===== config.mk =====
export PLATFORM = sky130hd
export DESIGN_NAME = neuron_mac
export DESIGN_NICKNAME = d
export VERILOG_FILES = /design/src/rtl/neuron_pkg.sv /design/src/rtl/neuron_mac_sat_add.sv /design/src/rtl/neuron_mac.sv
export SDC_FILE = /design/constraint.sdc
export NUM_CORES = 1
export LEC_CHECK = 0
export CORE_ASPECT_RATIO = 1.5
export CORE_MARGIN = 4
export CORE_UTILIZATION = 60
export CTS_CLUSTER_SIZE = 10
export DETAILED_ROUTE_END_ITERATION = 10
export PLACE_DENSITY = 0.84
export SLEW_MARGIN = 20
export SYNTH_ARGS = -nofsm -noshare
export SYNTH_HDL_FRONTEND = slang
export SYNTH_HIERARCHICAL = 1
export SYNTH_SLANG_ARGS = --single-unit

===== constraint.sdc =====
create_clock -name clk -period 12.6 [get_ports clk]
set_input_delay 2.52 -clock clk [delete_from_list [all_inputs] [get_ports clk]]
set_output_delay 2.52 -clock clk [all_outputs]
set_load 0.01 [all_outputs]

===== src/rtl/neuron_pkg.sv =====
// rtl/neuron_pkg.sv - shared widths, FSM state type and accumulator limits for neuron_mac
package neuron_pkg;
  localparam int DEF_X_W   = 5;
  localparam int DEF_W_W   = 6;
  localparam int DEF_ACC_W = 12;

  localparam logic signed [DEF_ACC_W-1:0] ACC_MAX = {1'b0, {(DEF_ACC_W-1){1'b1}}};
  localparam logic signed [DEF_ACC_W-1:0] ACC_MIN = {1'b1, {(DEF_ACC_W-1){1'b0}}};

  typedef enum logic [1:0] {
    IDLE  = 2'd0,
    ACCUM = 2'd1,
    DONE  = 2'd2
  } state_t;
endpackage


===== src/rtl/neuron_mac_sat_add.sv =====
// rtl/neuron_mac_sat_add.sv - sat_add: accumulator plus signed addend, reduced to ACC_W bits
// NEURON_MAC_SAT_EN selects clamping to the ACC_W signed range; otherwise modulo wrap.
module sat_add #(
  parameter int ACC_W = 12,
  parameter int P_W   = 12
) (
  input  logic signed [ACC_W-1:0] a,
  input  logic signed [P_W-1:0]   b,
  output logic signed [ACC_W-1:0] y
);
`ifdef NEURON_MAC_SAT_EN
  localparam int SW = ACC_W + 1;

  logic signed [SW-1:0] sum;
  assign sum = SW'(a) + SW'(b);

  // Top two bits disagree exactly when the sum left the ACC_W range.
  always_comb begin
    y = sum[ACC_W-1:0];
    if (sum[SW-1] != sum[SW-2])
      y = sum[SW-1] ? {1'b1, {(ACC_W-1){1'b0}}} : {1'b0, {(ACC_W-1){1'b1}}};
  end
`else
  assign y = a + ACC_W'(b);
`endif
endmodule


===== src/rtl/neuron_mac.sv =====
// rtl/neuron_mac.sv - sequential MAC neuron front-end: bias + sum of x*w over N_INPUTS beats
// Build option NEURON_MAC_SAT_EN enables saturating accumulation.
module neuron_mac
  import neuron_pkg::*;
#(
  parameter int N_INPUTS = 4,
  parameter int X_W      = DEF_X_W,
  parameter int W_W      = DEF_W_W,
  parameter int ACC_W    = DEF_ACC_W
) (
  input  logic                    clk,
  input  logic                    rst_n,
  input  logic                    start,
  input  logic signed [ACC_W-1:0] bias_in,
  input  logic        [X_W-1:0]   x_in,
  input  logic signed [W_W-1:0]   w_in,
  input  logic                    in_valid,
  output logic                    in_ready,
  output logic                    busy,
  output logic signed [ACC_W-1:0] sum_out,
  output logic                    sum_valid
);
  localparam int CNT_W = (N_INPUTS > 1) ? $clog2(N_INPUTS) : 1;
  localparam int P_W   = X_W + 1 + W_W;
  localparam logic [CNT_W-1:0] LAST = CNT_W'(N_INPUTS - 1);

  state_t                  state;
  logic signed [ACC_W-1:0] acc;
  logic        [CNT_W-1:0] cnt;
  logic signed [X_W:0]     x_s;
  logic signed [P_W-1:0]   prod;
  logic signed [ACC_W-1:0] acc_next;

  // Activation is unsigned: a zero MSB makes it a non-negative signed operand.
  assign x_s  = $signed({1'b0, x_in});
  assign prod = P_W'(x_s) * P_W'(w_in);

  sat_add #(.ACC_W(ACC_W), .P_W(P_W)) u_sat_add (
    .a (acc),
    .b (prod),
    .y (acc_next)
  );

  always_ff @(posedge clk) begin
    if (!rst_n) begin
      state     <= IDLE;
      acc       <= '0;
      cnt       <= '0;
      sum_out   <= '0;
      sum_valid <= 1'b0;
      in_ready  <= 1'b0;
      busy      <= 1'b0;
    end else begin
      sum_valid <= 1'b0;
      case (state)
        IDLE: begin
          if (start) begin
            acc      <= bias_in;
            cnt      <= '0;
            in_ready <= 1'b1;
            busy     <= 1'b1;
            state    <= ACCUM;
          end
        end
        ACCUM: begin
          if (in_valid && in_ready) begin
            acc <= acc_next;
            if (cnt == LAST) begin
              sum_out   <= acc_next;
              sum_valid <= 1'b1;
              in_ready  <= 1'b0;
              state     <= DONE;
            end else begin
              cnt <= cnt + CNT_W'(1);
            end
          end
        end
        DONE: begin
          busy  <= 1'b0;
          state <= IDLE;
        end
        default: begin
          in_ready <= 1'b0;
          busy     <= 1'b0;
          state    <= IDLE;
        end
      endcase
    end
  end
endmodule


Yosys cells after proc, flatten, opt, wreduce, memory -nomap -nowiden:

Cells that the tools add are included.

* output and inout bits: 15
* logic and storage cells: 46
* flip-flop bits (word level): 31
* input bits: 27

* $add $sub $neg: 2
* bitwise gates (word level): 2
* reduce and logical (&&, ||, !) cells: 10
* multiply operators: 1
* multiplexer cells: 17
* equal/unequal tests: 7

Operators by type and width (count)
* $mux W12: 2
* $pmux W12 S2: 1
* $add A12 B12 Y12: 1
* $mul A6 B6 Y12: 1
* $mux W2: 6
* $reduce_and A3 Y1: 4
* $ne A2 B2 Y1 const B: 4
* $pmux W2 S2: 2
* $reduce_and A4 Y1: 2
* $eq A2 B2 Y1 const B: 2
* $mux W1: 4
* $pmux W1 S3: 1
* $add A2 B1 Y2 const B: 1
* $eq A2 B1 Y1 const B: 1
* $logic_not A2 Y1: 1
* $not A1 Y1: 2
* $pmux W1 S2: 1
* $reduce_and A2 Y1: 1
* $reduce_bool A2 Y1: 1
* $logic_and A1 B1 Y1: 1

Depth between registers and ports, before layout:

Gate-level depths: netlist (run 1).

* depth after elaboration: 4
* mapped depth: 21
* mapped depth without buffers: 21

Cells and area by module:

The synthesis (run 1) kept the hierarchy.

Modules (own cells, without submodules)
* neuron_mac: seq. area each 620.6 um2, cells an instance 249, area each 2378.5 um2, times used 1
* sat_add: seq. area each 0.0 um2, cells an instance 59, area each 503.0 um2, times used 1

Worst setup path before layout (run 1):

OpenSTA, ideal clock, no wires.

* kind: input -> register
* start: input x_in[0]
* end: register acc[11]
* arrival time: 6.924 ns
* data required time: 12.484 ns
* library setup time: 0.116 ns
* stages on the path: 19
* path buffers: 0
* slack: 5.560 ns
* cells stage by stage: nand2b_1 > fa_1 > fa_1 > inv_1 > fa_1 > fa_1 > ha_1 > nor2b_1 > o31a_1 > or4b_1 > nand3_1 > ha_1 > a21oi_1 > o21ai_0 > a41oi_2 > xnor2_1 > mux2i_1 > nand2_1 > o211a_1

* word-level cells in the longest chain between the ends: 4

Ends and longest elaborated chain
* from (decl): line neuron_mac.sv:15 `input logic [X_W-1:0] x_in,`
* $mul A6 B6 Y12: line neuron_mac.sv:36 `assign prod = P_W'(x_s) * P_W'(w_in);`
* via prod[10]: line neuron_mac.sv:31 `logic signed [P_W-1:0] prod;`
* $add A12 B12 Y12: line neuron_mac_sat_add.sv:24 `assign y = a + ACC_W'(b);`
* via acc_next[11]: line neuron_mac.sv:32 `logic signed [ACC_W-1:0] acc_next;`
* $mux W12: line neuron_mac.sv:66 `if (in_valid && in_ready) begin`
* $pmux W12 S2: line neuron_mac.sv:55 `case (state)`
* to (signal assigned): line neuron_mac.sv:58 `acc <= bias_in;`
* to (signal assigned): line neuron_mac.sv:67 `acc <= acc_next;`
* to (decl): line neuron_mac.sv:28 `logic signed [ACC_W-1:0] acc;`

The timed path passes the listed nets, and every way through them passes these cells. The select of a mux whose other input is x is not followed.
A chain may end at the register's enable or synchronous reset.

Worst setup path in the final report (run 1):

* start: input w_in[5]
* end: register acc[11]

* word-level cells in the longest chain between the ends: 4

Ends and longest elaborated chain
* from (decl): line neuron_mac.sv:16 `input logic signed [W_W-1:0] w_in,`
* $mul A6 B6 Y12: line neuron_mac.sv:36
* via prod[10]: line neuron_mac.sv:31
* $add A12 B12 Y12: line neuron_mac_sat_add.sv:24
* via acc_next[11]: line neuron_mac.sv:32
* $mux W12: line neuron_mac.sv:66
* $pmux W12 S2: line neuron_mac.sv:55

The timed path passes the listed nets, and every way through them passes these cells. The select of a mux whose other input is x is not followed.

==> impl_metrics.toml, run 1 <==
[status]
outcome = "finished clean"

[sta]
worst_slew_pin_slew_ns = 1.04
drv_slew = 0
clock.fmax_mhz = 130
hold_slack_ns = 0.490
fin_skew_ns = 0.00362
setup_viol_count_final = 0
setup-tns-final_ns = 0
fin_crit_sh = 0.609
hold_viol = 0
rsz0062_at_grt = "false"
period_minus_slack_ns = 7.67
fin_ws_ns = 4.93
maxSlewHeadroom = 0.305

[clocking]
clock_sinks = 31
hold_buffers = 0
clk_pin_slew_ns = 0.06
cts_buffers = 5
postCtsSetupBuffers = 0
cts_buffer_depth = 2
h-tree-depth = 2
insertion_delay_ns = 0.28
cts_resized = 0
cts_tree = "yes"
cts_root_buffer = "clkbuf_8"

[pwr]
p_leak_nw = 1.62
combPwrFrac = 0.578
pwr-share-seq = 0.250
ir_drop_v = 0.0000897
p_sw_uw = 179
power_density_nw_per_um2 = 127
swShare = 0.413
p_int_uw = 254
clockPowerShare = 0.172

[floorplan]
fp-row-count = 30
core_um2 = 4580
start_util = 0.629
die_w_um = 64.6
die_area_um2 = 6000
io_pins = 42
fp.dieH_um = 92.9

[logic_synthesis]
yosysWarnings = 6
synth_edf_count = 0
ys_ff_latch = 31
postSynthCellCount = 308
syn_area_per_cell_um2 = 9.36
netlist_area_um2 = 2880
ys_seq_area_frac = 0.215
synth_top_flop_cell = "dfxtp_1"
synth_fp_nets = 390
async_flop_share = 0
synth.distinct_cells = 41

[finish]
final_cell_mix = "ha_1 (41), clkdlybuf4s50_1 (41), dfxtp_1 (31)"
layout-drive-gt1-share = 0.0372
fin_area_um2 = 3410
area_delta_synth_final_pct = 18.5
fin_nets = 430
final_cells = 413
diodes = 0

[routing]
routed_wl_mm = 5.97
avgViaCountPerCell = 5.55
routedWlPerCell_um = 14.5
ant_nets = 0
drt-pass1-iter-count = 4
num_vias = 2294
detail_route.drc_violations = 0
first_iter_violations = 42

[setup_path]
critPathMaxFanout = 7
critPathArrivalTime_ns = 7.90
setup.worst_path.start = "w_in[5]"
required_ns = 12.83
path_class = "input pin to flip-flop"
startpoint_type = "input pin"
endpoint_kind = "flip-flop"
r2r_start = "acc[0]$_SDFFE_PN0P_"

[placement]
gp_congestion = 0.842
io_buffers = 41
placed_area_um2 = 3330
place_hpwl_mm = 4.72
placed_cells = 405
dp_slack_ns = 4.67

[global_routing]
grt_overflow = 0
antenna_found_initial = 0
grt_pass1_vias = 2514
grt_util_all_layers = 0.225
grt_max_degree = 33
grt_pass1_wl_mm = 10.8

[flow_run]
cap_viol_max_count = 0

[worst_hold_path]
min_path_type = "flip-flop to flip-flop"
worstHoldStart = "busy$_SDFFE_PN0P_"
[worst max-delay path, stage by stage]
cell and delay, ns:
clkdlybuf4s50_1 0.62, nand2b_1 0.12, fa_1 0.53, fa_1 0.55
inv_1 0.05, fa_1 0.50, fa_1 0.41, ha_1 0.33
nor2b_1 0.16, o31a_1 0.26, or4b_1 0.47, nand3_1 0.10
ha_1 0.28, a21oi_1 0.16, o21ai_0 0.13, a41oi_2 0.18
xnor2_1 0.18, mux2i_1 0.11, nand2_1 0.10, o211a_1 0.14
[registers in the layout (all words and copies together) (netlist names)]
register	flops
in_ready	1
state	2
sum_out	12
acc	12
busy	1
cnt	2
sum_valid	1
[power by group through the flow]
stage	Combinational, mW	Sequential [mW]	Clock (mW)
after CTS	0.250	0.108	0.0765
after global placement	0.237	0.110	0
after detailed placement	0.247	0.110	0
after floorplan	0.192	0.110	0
after global routing	0.283	0.109	0.0807
final	0.251	0.108	0.0745
[cell families (layout without fill, tap and decap cells)]
kind of cell,Yosys count,count (layout),share of synthesized area
buffers and inverters,28,69,0.0408
AND/OR/NAND/NOR,97,97,0.188
adder cells (fa/ha/maj),55,55,0.275
multiplexers,25,25,0.0868
XOR/XNOR,15,15,0.0456
AO/OA/AOI/OAI,57,57,0.149
flip-flops,31,31,0.215
[area by class of cell]
class / instances / area, um^2
multi-input combinational: 249 / 2140
timing repair buffer: 42 / 418
clock inverter: 1 / 5.00
sequential: 31 / 621
inverter: 19 / 71.3
tap: 64 / 80.1
fill: 365 / 1160
clock buffer: 7 / 76.3
[layer usage]
layer / up-vias / global-route usage / routed length [um]
li1: 1162 / - / -
met1: 1082 / 0.243 / 2480
met2: 41 / 0.422 / 3180
met3: 9 / 0.0400 / 200
met4: 0 / 0.0935 / 114
met5: - / 0 / 0
[stage by stage]
| step | power, mW | utilization |
|---|---|---|
| after global placement | 0.348 | 0.728 |
| final | 0.433 | 0.746 |
| after CTS | 0.435 | 0.746 |
| after global routing | 0.473 | 0.746 |
| after floorplan | 0.302 | - |
| after detailed placement | 0.357 | 0.728 |
[Yosys cell counts (2+ instances only)]
| cell | number | area share |
|---|---|---|
| a21o_1 | 4 | 0.010 |
| nor3_1 | 3 | 0.0052 |
| nor2b_1 | 18 | 0.039 |
| nor2_1 | 8 | 0.010 |
| o211a_1 | 12 | 0.042 |
| o21ai_0 | 6 | 0.010 |
| nand2b_1 | 5 | 0.011 |
| xnor2_1 | 10 | 0.030 |
| nand2_1 | 27 | 0.035 |
| fa_1 | 14 | 0.097 |
| ha_1 | 41 | 0.18 |
| dfxtp_1 | 31 | 0.22 |
| inv_1 | 19 | 0.025 |
| o22ai_1 | 3 | 0.0065 |
| and2_1 | 22 | 0.048 |
| o21a_1 | 2 | 0.0052 |
| o21bai_1 | 2 | 0.0052 |
| xor2_1 | 5 | 0.015 |
| a21oi_1 | 18 | 0.031 |
| mux2i_1 | 25 | 0.087 |
| a211oi_1 | 3 | 0.0078 |
| buf_2 | 4 | 0.0069 |
| nand4_1 | 3 | 0.0065 |
| nand3_1 | 3 | 0.0052 |
| clkbuf_1 | 4 | 0.0052 |
[path summary, 6_finish.rpt]
path         depth (start not counted)              endpoint  slack (ns)
max                                 20  acc[11]$_SDFFE_PN0P_        4.93
min                                  2     busy$_SDFFE_PN0P_        0.49
max reg2reg                         10   acc[8]$_SDFFE_PN0P_        9.91
min reg2reg                          2     busy$_SDFFE_PN0P_        0.49
No activity file was read; power rests on OpenSTA's default activity.
==> inputs of run 2 (changes only) <==
- CORE_UTILIZATION: 60 -> 50
- PLACE_DENSITY: 0.84 -> 0.74
- clock period: 12.6 -> 6.7 ns (I/O delays scaled with it)
==> run 2 against run 1 <==
Against the previous run: die area up 18%; clock-buffer cell count decreased by 1; register-to-register slack lost 5.8 ns; clock power grew to 2.6 times the previous value; critical path depth is the same; sequential power is 89% higher; global-route usage fell by 4.8 points; core utilization decreased by 11 points; setup slack worse by 4.5 ns; via count is 0.52% lower; flip-flop and latch count unchanged.
==> impl_metrics.toml, run 2 (synthesis results as in run 1) <==
[placement]
dp_slack_ns = 0.0478
place_hpwl_mm = 4.54
gp_congestion = 0.853
io_buffers = 41

[setup_path]
endpoint_kind = "flip-flop"
path_class = "input pin to flip-flop"
r2r-end = "acc[8]$_SDFFE_PN0P_"
r2r_start = "acc[0]$_SDFFE_PN0P_"
critPathMaxFanout = 6
critPathArrivalTime_ns = 6.53
r2r_cells = 10
startpoint_type = "input pin"
rrSetupSlack_ns = 4.14
setup.worst_path.start = "x_in[1]"
required_ns = 6.93

[routing]
detail_route.drc_violations = 0
avgViaCountPerCell = 5.39
ant_nets = 0
num_vias = 2282
drt-pass1-iter-count = 4
first_iter_violations = 42
routedWlPerCell_um = 13.5
routed_wl_mm = 5.70

[sta]
clock.fmax_mhz = 159
worst_slew_pin_slew_ns = 0.998
hold_viol = 0
rsz0062_at_grt = "false"
drv_slew = 0
fin_crit_sh = 0.941
fin_skew_ns = 0.00700
period_minus_slack_ns = 6.30
setup-tns-final_ns = 0
hold_slack_ns = 0.477
maxSlewHeadroom = 0.332
fin_ws_ns = 0.398
setup_viol_count_final = 0

[finish]
area_delta_synth_final_pct = 21.2
fin_nets = 434
largestRegisters = "acc: 12 flops, sum_out: 12 flops"
final_cell_mix = "ha_1 (41), clkdlybuf4s50_1 (41), dfxtp_1 (31)"
diodes = 0
layout-drive-gt1-share = 0.0567

[floorplan]
fp.dieH_um = 101
start_util = 0.521
io_pins = 42
die_area_um2 = 7070
die_w_um = 70.0
fp-row-count = 33
core_um2 = 5530

[status]
outcome = "finished clean"

[clocking]
cts_buffer_depth = 2
cts_tree = "yes"
hold_buffers = 0
cts_root_buffer = "clkbuf_8"
clock_sinks = 31
insertion_delay_ns = 0.28
clk_pin_slew_ns = 0.07
h-tree-depth = 2
cts_buffers = 5

[worst_hold_path]
whs_path_depth = 2
worstHoldStart = "busy$_SDFFE_PN0P_"
min_to = "busy$_SDFFE_PN0P_"
min_path_type = "flip-flop to flip-flop"

[global_routing]
grt_overflow = 0
grt_pass1_vias = 2368
grt_pass1_wl_mm = 10.3
grt_util_all_layers = 0.177
grt_max_degree = 33
antenna_found_initial = 0

[pwr]
ir_drop_v = 0.000227
finalPower_uw = 863
p_leak_nw = 1.66
power_density_nw_per_um2 = 247

[flow_run]
cap_viol_max_count = 0
-- run 2: cell types whose count changed in the layout (fill, tap and decap cells not counted) --
cell	before	now
a211oi_2	0	1
buf_4	1	5
clkbuf_1	2	0
clkbuf_8	5	6
a211oi_1	3	2
bufinv_16	0	1
-- run 2: layout make-up --
type	count	area [um^2]
clock buffers	6	82.6
clock inverters	2	35.0
fillers	485	2040
inverters	19	71.3
multi-input cells	249	2150
flip-flops and latches	31	621
well taps	70	87.6
repair buffers	46	448
-- run 2: worst max-delay path by stage --
stage | to | slack [ns] | cells after the start
3_5_place_dp | acc[10]$_SDFFE_PN0P_ | 0.05 | 21
6_report | acc[11]$_SDFFE_PN0P_ | 0.40 | 20
3_3_place_gp | acc[10]$_SDFFE_PN0P_ | 0.08 | 21
5_1_grt | acc[10]$_SDFFE_PN0P_ | 0.06 | 20
4_1_cts | acc[10]$_SDFFE_PN0P_ | 0.31 | 21
2_1_floorplan | acc[11]$_SDFFE_PN0P_ | 0.84 | 19
-- run 2: per-layer routing --
metal  track usage  vias to the layer above  part of all wire
met5             0                        -                 0
li1              -                     1163                 -
met2         0.336                       36              0.52
met1         0.199                     1076              0.43
met4        0.0560                        0             0.011
met3        0.0299                        7             0.034
-- run 2: per-stage QoR --
step / cells / cell area [um^2] / utilization
after floorplan: 308 / 2880 / -
after global placement: 414 / 3360 / 0.608
after detailed placement: 414 / 3360 / 0.608
after CTS: 422 / 3480 / 0.629
after global routing: 423 / 3490 / 0.631
final: 423 / 3490 / 0.631
-- run 2: repair_timing --
item	in CTS	in global routing
gates resized for setup	0	1
setup endpoints to repair	0	1
buffers inserted	0	1
-- run 2: worst max-delay path: stages --
cell,delay [ns]
clkdlybuf4s50_1,0.56
nand2_1,0.10
fa_1,0.50
fa_1,0.55
inv_1,0.06
fa_1,0.49
fa_1,0.41
ha_1,0.33
nor2b_1,0.16
o31a_1,0.25
or4b_1,0.47
nand3_1,0.10
ha_1,0.28
a21oi_1,0.14
o21ai_0,0.11
a41oi_2,0.18
xnor2_1,0.17
mux2i_1,0.10
nand2_1,0.10
o211a_1,0.13
-- run 2: power breakdown --
| part | switching, mW | leakage, nW | internal [mW] |
|---|---|---|---|
| combinational | 0.252 | 1.34 | 0.216 |
| clock | 0.0706 | 0.0612 | 0.120 |
| sequential | 0.00844 | 0.254 | 0.195 |
| total | 0.331 | 1.66 | 0.532 |
==> inputs of run 3 (changes only) <==
- CORE_ASPECT_RATIO: 1.5 -> 0.6
- SETUP_SLACK_MARGIN: unset -> 0.3
- SKIP_LAST_GASP: unset -> 1
==> run 3 against run 2 <==
Against the previous run: maximum frequency is 2.9% higher; register-to-register slack worse by 0.20 ns; non-clock buffer count stayed put.
==> impl_metrics.toml, run 3 (synthesis results as in run 1) <==
[floorplan]
die_area_um2 = 7080
io_pins = 42
fp.dieH_um = 66.8
start_util = 0.517
fp-row-count = 21
die_w_um = 106
core_um2 = 5570

[finish]
final_cells = 433
final_cell_mix = "ha_1 (39), clkdlybuf4s50_1 (34), dfxtp_1 (31)"
area_delta_synth_final_pct = 23.3
layout-drive-gt1-share = 0.0793
fin_nets = 434
final_common_cell = "ha_1"
fin_util = 0.638
largestRegisters = "acc: 12 flops, sum_out: 12 flops"
fill_cells = 466
diodes = 0

[sta]
period_minus_slack_ns = 6.12
hold_slack_ns = 0.484
fin_ws_ns = 0.577
worst_slew_pin_slew_ns = 1.02
hold_viol = 0
drv_slew = 0
fin_skew_ns = 0.00491
fin_crit_sh = 0.914
setup_viol_count_final = 0
rsz0062_at_grt = "false"
maxSlewHeadroom = 0.318
clock.fmax_mhz = 163
setup-tns-final_ns = 0

[routing]
routedWlPerCell_um = 14.1
ant_nets = 0
num_vias = 2273
first_iter_violations = 82
drt-pass1-iter-count = 4
routed_wl_mm = 6.09
detail_route.drc_violations = 0
avgViaCountPerCell = 5.25

[global_routing]
grt_util_all_layers = 0.181
grt_pass1_vias = 2125
grt_pass1_wl_mm = 10.2
grt_max_degree = 33
antenna_found_initial = 0
grt_overflow = 0

[worst_hold_path]
min_path_type = "flip-flop to flip-flop"
worstHoldStart = "cnt[1]$_SDFFE_PN0P_"

[clocking]
clk_pin_slew_ns = 0.07
cts_tree = "yes"
cts_root_buffer = "clkbuf_8"
hold_buffers = 0
h-tree-depth = 2
insertion_delay_ns = 0.29
cts_buffers = 5
cts_buffer_depth = 2
clock_sinks = 31

[setup_path]
required_ns = 6.89
setup.worst_path.start = "w_in[2]"
r2r_start = "acc[0]$_SDFFE_PN0P_"
critPathMaxFanout = 5
path_class = "input pin to flip-flop"
endpoint_kind = "flip-flop"
startpoint_type = "input pin"
critPathArrivalTime_ns = 6.31

[placement]
io_buffers = 41
place_hpwl_mm = 4.75
gp_congestion = 0.860
dp_slack_ns = 0.0526
placed_cells = 423

[flow_run]
cap_viol_max_count = 0

[status]
outcome = "finished clean"

[pwr]
ir_drop_v = 0.000135
p_leak_nw = 1.72
power_density_nw_per_um2 = 246
-- run 3: timing repair --
item / in CTS / in global routing
buffers inserted: 0 / 2
hold endpoints to repair: 0 / 0
endpoints found under the setup margin: 0 / 5
gates resized for setup: 0 / 17
-- run 3: path summary, 6_finish.rpt --
check / slack, ns / endpoint / cells past startpoint
worst max-delay path: 0.58 / acc[11]$_SDFFE_PN0P_ / 21
worst max register to register: 3.94 / acc[8]$_SDFFE_PN0P_ / 10
worst min register to register: 0.48 / cnt[1]$_SDFFE_PN0P_ / 2
worst min-delay path: 0.48 / cnt[1]$_SDFFE_PN0P_ / 2
-- run 3: critical path, cell delays in order --
cell             delay [ns]
clkdlybuf4s50_1        0.51
and2_1                 0.23
fa_1                   0.48
ha_1                   0.33
fa_1                   0.49
ha_1                   0.31
ha_1                   0.25
inv_1                  0.10
fa_2                   0.23
nor2b_2                0.05
o31a_1                 0.30
or4b_1                 0.47
nand3_1                0.10
ha_2                   0.30
a21oi_2                0.11
o21ai_0                0.10
a41oi_2                0.21
xnor2_2                0.09
mux2i_1                0.13
nand2_1                0.07
o211a_1                0.13
-- run 3: area by class of cell --
| cell class | instances | area [um^2] | share of cell area |
|---|---|---|---|
| clock buffers | 8 | 100 | 0.0282 |
| inverters | 19 | 71.3 | 0.0201 |
| multi-input cells | 249 | 2190 | 0.618 |
| flip-flops and latches | 31 | 621 | 0.175 |
| well taps | 80 | 100 | 0.0282 |
| repair buffers | 46 | 465 | 0.131 |
-- run 3: layer usage --
| metal | routed length (um) | up-vias | track usage | part of all wire |
|---|---|---|---|---|
| li1 | - | 1167 | - | - |
| met1 | 3340 | 1061 | 0.271 | 0.55 |
| met2 | 2470 | 39 | 0.259 | 0.41 |
| met3 | 239 | 6 | 0.0484 | 0.039 |
| met4 | 34 | 0 | 0.0339 | 0.0056 |
| met5 | 0 | - | 0 | 0 |
-- run 3: per-stage QoR --
step | area (um^2) | power [mW]
6_report | 3550 | 0.875
5_1_grt | 3550 | 0.945
4_1_cts | 3470 | 0.842
3_5_place_dp | 3370 | 0.670
3_3_place_gp | 3370 | 0.662
2_1_floorplan | 2880 | 0.567
-- run 3: where the power goes --
part	switching (mW)	internal, mW	total (mW)
clock network	0.0743	0.0937	0.168
logic	0.269	0.234	0.503
registers	0.00853	0.195	0.204
==> RTL change 1 (flow settings as in run 3) <==
The option `NEURON_MAC_SAT_EN` is turned on by a define.
--- a/src/rtl/neuron_mac_sat_add.sv
+++ b/src/rtl/neuron_mac_sat_add.sv
@@ -1,5 +1,7 @@
 // rtl/neuron_mac_sat_add.sv - sat_add: accumulator plus signed addend, reduced to ACC_W bits
 // NEURON_MAC_SAT_EN selects clamping to the ACC_W signed range; otherwise modulo wrap.
+`define NEURON_MAC_SAT_EN
+
 module sat_add #(
   parameter int ACC_W = 12,
   parameter int P_W   = 12
Formal check against the unedited RTL: not equivalent (a bounded check fails within 10 cycles, from zero or initial values and one cycle with rst_n low).
==> RTL change 1 against run 3 <==
Clock skew grew 0.0011 ns; cell area grew 19%; register-to-register slack lost 0.18 ns; sequential cell count is the same; setup slack lost 0.40 ns; synthesized area grew 5.2%; power grew 46%; wire length grew 34%; largest cell class unchanged.
==> RTL change 1: results (changes against run 3) <==
outcome = complete, no violations
GRT Total Usage = 21.5% (+3.4 points)
final net count = 515 (+19%)
skew final = 0.00603 ns (+0.00112 ns)
pre-CTS WS = -0.658 ns (-0.710 ns)
synthesized area per cell = 9.08 µm² (-3.0%)
First-pass DRT Iterations = 5 (+1)
Synth cell types = 48 (+17%)
Critical Path Fanout Max = 6 (+1)
Sw Pwr = 0.520 mW (+48%)
post-synthesis compound-gate area fraction = 16.2% (+1.3 points)
biggest cell delay along the critical path = 0.59 ns (+0.08 ns)
first-pass GRT wire length = 12400 µm (+22%)
R2R depth = 13 (+3)
total wire length = 8160 µm (+34%)
Post-Synth XOR/XNOR Area = 3.47% (-1.1 points)
WP data arrival = 6.71 ns (+0.40 ns)
vias in the first global route = 2490 (+17%)
post-CTS setup buffers = 4 (+4)
Max VDD drop = 0.159 mV (+18%)
placed cell count = 489 (+16%)
register area share after synthesis = 20.5% (-1.1 points)
Leak = 2.03 nW (+18%)
top cells by area, synth = dfxtp_1 20%, ha_1 17%, fa_1 9.2%
gpl congestion = 0.871 (+1.3%)
post-synthesis mux area share = 8.38% (-0.31 points)
worst setup slack after layout = 0.173 ns (-0.404 ns)
final hold slack = 0.480 ns (-0.00416 ns)
R2R Path End = sum_out[9]$_SDFFE_PN0P_
CP max stage cell = fa_2
Post-DP Area = 3810 µm² (+13%)
worst setup path startpoint = x_in[0]
[RTL change 1: cell count changes after synthesis, moves of 3 or more]
cell | before | now
inv_1 | 19 | 25
nand2_1 | 27 | 31
maj3_2 | 0 | 3
a21oi_1 | 18 | 27
xnor2_1 | 10 | 7
[RTL change 1: area by class of cell]
cell class	instances	area, µm²
fill	422	1510
clock buffer	6	82.6
multi-input combinational	270	2490
inverter	25	93.8
tap	80	100
timing repair buffer	99	835
sequential	31	621
clock inverter	1	5.00
[RTL change 1: power groups by stage]
stage          logic [mW]  clock network, mW  registers (mW)
5_1_grt             0.986              0.162           0.207
2_1_floorplan       0.444                  0           0.207
4_1_cts             0.766              0.152           0.205
3_5_place_dp        0.687                  0           0.210
6_report            0.922              0.152           0.206
3_3_place_gp        0.671                  0           0.209
[RTL change 1: layer usage]
layer	wire length [µm]	track usage [%]	vias up
li1	-	-	1362
met5	0	0	-
met2	3510	30.7	87
met4	77	2.99	0
met1	4150	33.5	1314
met3	428	4.43	10
==> RTL change 2 (settings of run 3) <==
Made on the original files. Make the reset (`rst_n`) asynchronous in one clocked block.
--- a/src/rtl/neuron_mac.sv
+++ b/src/rtl/neuron_mac.sv
@@ -41,7 +41,7 @@
     .y (acc_next)
   );
 
-  always_ff @(posedge clk) begin
+  always_ff @(posedge clk or negedge rst_n) begin
     if (!rst_n) begin
       state     <= IDLE;
       acc       <= '0;
Check against the original RTL: differs if rst_n is asserted again (counterexample within 4 cycles, from zero or initial values and one cycle with rst_n low); with rst_n held inactive, the same outputs for 4 cycles.
==> RTL change 2 against run 3 <==
Synthesized area grew 3.1%; count of clock-buffer cells in the layout shrank 3; sequential cell count is the same; wire length grew 4.2%; core utilization grew 2.8 points; fmax grew 0.32%; setup slack gained 0.019 ns; non-clock buffer count grew 15; cell area grew 6.3%; global-route usage grew 0.66 points; via count shrank 0.53%; critical path type unchanged; critical endpoint is now acc[11]$_DFFE_PN0P_; largest cell class unchanged.
Power is not compared: it rests on default switching activity, and its combinational part moved more than twofold at a synthesized area within 25%.
==> RTL change 2: results (changes against run 3) <==
outcome = complete, no violations
top cells by area, synth = dfrtp_1 26%, ha_1 17%, fa_1 9.4%
GRT Total Usage = 18.8% (+0.66 points)
ys async rst share = 100% (+100 points)
vias per inst = 5.41 (+3.0%)
skew final = 0.00936 ns (+0.00445 ns)
placed cell count = 407 (-3.8%)
Critical Path Fanout Max = 4 (-1)
top post-synthesis cells by count = 41 x ha_1, 31 x dfrtp_1, 21 x inv_1
post-CTS setup buffers = 1 (+1)
register area share after synthesis = 26.1% (+4.6 points)
pre-CTS WS = -0.203 ns (-0.256 ns)
gpl congestion = 0.821 (-4.5%)
initial antenna violation count = 0 (unchanged)
Detail Placement HPWL = 5080 µm (+7.0%)
first-pass GRT wire length = 10800 µm (+6.4%)
ys flop type = dfrtp_1
Slew HR = 47.4% (+16 points)
met2 Use GR = 28.5% (+2.6 points)
filler instances = 477 (+2.4%)
layout cells sized above 1 = 20.1% (+12 points)
Syn Nets = 355 (-9.0%)
First-pass DRT Iterations = 4 (unchanged)
routing usage on met1 = 27.6% (+0.50 points)
Non-Filler Instances = 418 (-3.5%)
largest net degree at the start of global routing = 32 (-3.0%)
Mapped Cells = 273 (-11%)
drt wl/cell = 15.2 µm (+7.9%)
Resized cells post-CTS = 6 (+6)
WP data arrival = 6.28 ns (-0.03 ns)
Post-DP Area = 3580 µm² (+6.2%)
Synth cell types = 46 (+12%)
drt initial violations = 62 (-24%)
GR Util met3 = 4.20% (-0.64 points)
vias in the first global route = 2260 (+6.4%)
[RTL change 2: changes by cell type after synthesis, moves of 4 or more]
cell | before | now
mux2_1 | 0 | 10
o211a_1 | 12 | 0
mux2i_1 | 25 | 0
nand2_1 | 27 | 14
dfxtp_1 | 31 | 0
dfrtp_1 | 0 | 31
buf_2 | 4 | 0
mux2_2 | 0 | 18
nor2b_1 | 18 | 6
mux2_4 | 0 | 8
[RTL change 2: final cells by class]
| class | instances | area, µm² | area share, % |
|---|---|---|---|
| Multi-Input combinational cell | 217 | 2120 | 56.0 |
| Sequential cell | 31 | 776 | 20.5 |
| Clock inverter | 3 | 67.6 | 1.79 |
| Tap cell | 80 | 100 | 2.65 |
| Timing Repair Buffer | 61 | 571 | 15.1 |
| Clock buffer | 5 | 68.8 | 1.82 |
| Inverter | 21 | 78.8 | 2.09 |
[RTL change 2: routing by layer]
layer,routed length [µm],vias up
li1,-,1102
met1,3300,1105
met2,2720,49
met3,283,5
met4,38,0
met5,0,-
[RTL change 2: worst paths after layout]
check | from | to | slack [ns] | cells past startpoint
max in group asynchronous | rst_n | sum_out[3]$_DFFE_PN0P_ | 4.97 | 2
worst max register to register | acc[0]$_DFFE_PN0P_ | acc[8]$_DFFE_PN0P_ | 3.78 | 9
worst min-delay path | busy$_DFFE_PN0P_ | busy$_DFFE_PN0P_ | 0.51 | 2
worst max-delay path | w_in[5] | acc[11]$_DFFE_PN0P_ | 0.60 | 19
worst min register to register | busy$_DFFE_PN0P_ | busy$_DFFE_PN0P_ | 0.51 | 2
min in group asynchronous | rst_n | sum_out[7]$_DFFE_PN0P_ | 1.43 | 2
[RTL change 2: cells by family after synthesis]
| family | synth area share [%] |
|---|---|
| AND/OR/NAND/NOR | 12.9 |
| XOR/XNOR | 4.42 |
| buffers and inverters | 3.79 |
| AO/OA/AOI/OAI | 11.4 |
| flip-flops | 26.1 |
| adder cells (fa/ha/maj) | 26.7 |
| multiplexers | 14.7 |
[RTL change 2: power breakdown]
| group | internal [mW] | leakage (nW) | switching (mW) |
|---|---|---|---|
| logic | 0.665 | 1.42 | 0.575 |
| clock network | 0.148 | 0.0644 | 0.0777 |
| registers | 0.283 | 0.368 | 0.0663 |
| total | 1.10 | 1.85 | 0.719 |
[RTL change 2: worst max-delay path, stage by stage]
cell and delay (ns):
dlygate4sd2_1 0.31, nor2b_1 0.18, fa_1 0.54, inv_1 0.05, fa_1 0.53, inv_1 0.05, fa_1 0.47, ha_1 0.30
ha_1 0.32, nor2b_4 0.14, o31a_1 0.29, o311ai_1 0.32, ha_1 0.34, a21oi_1 0.15, o21ai_0 0.11, a41oi_2 0.19
xnor2_1 0.10, mux2_1 0.29, mux2_2 0.26
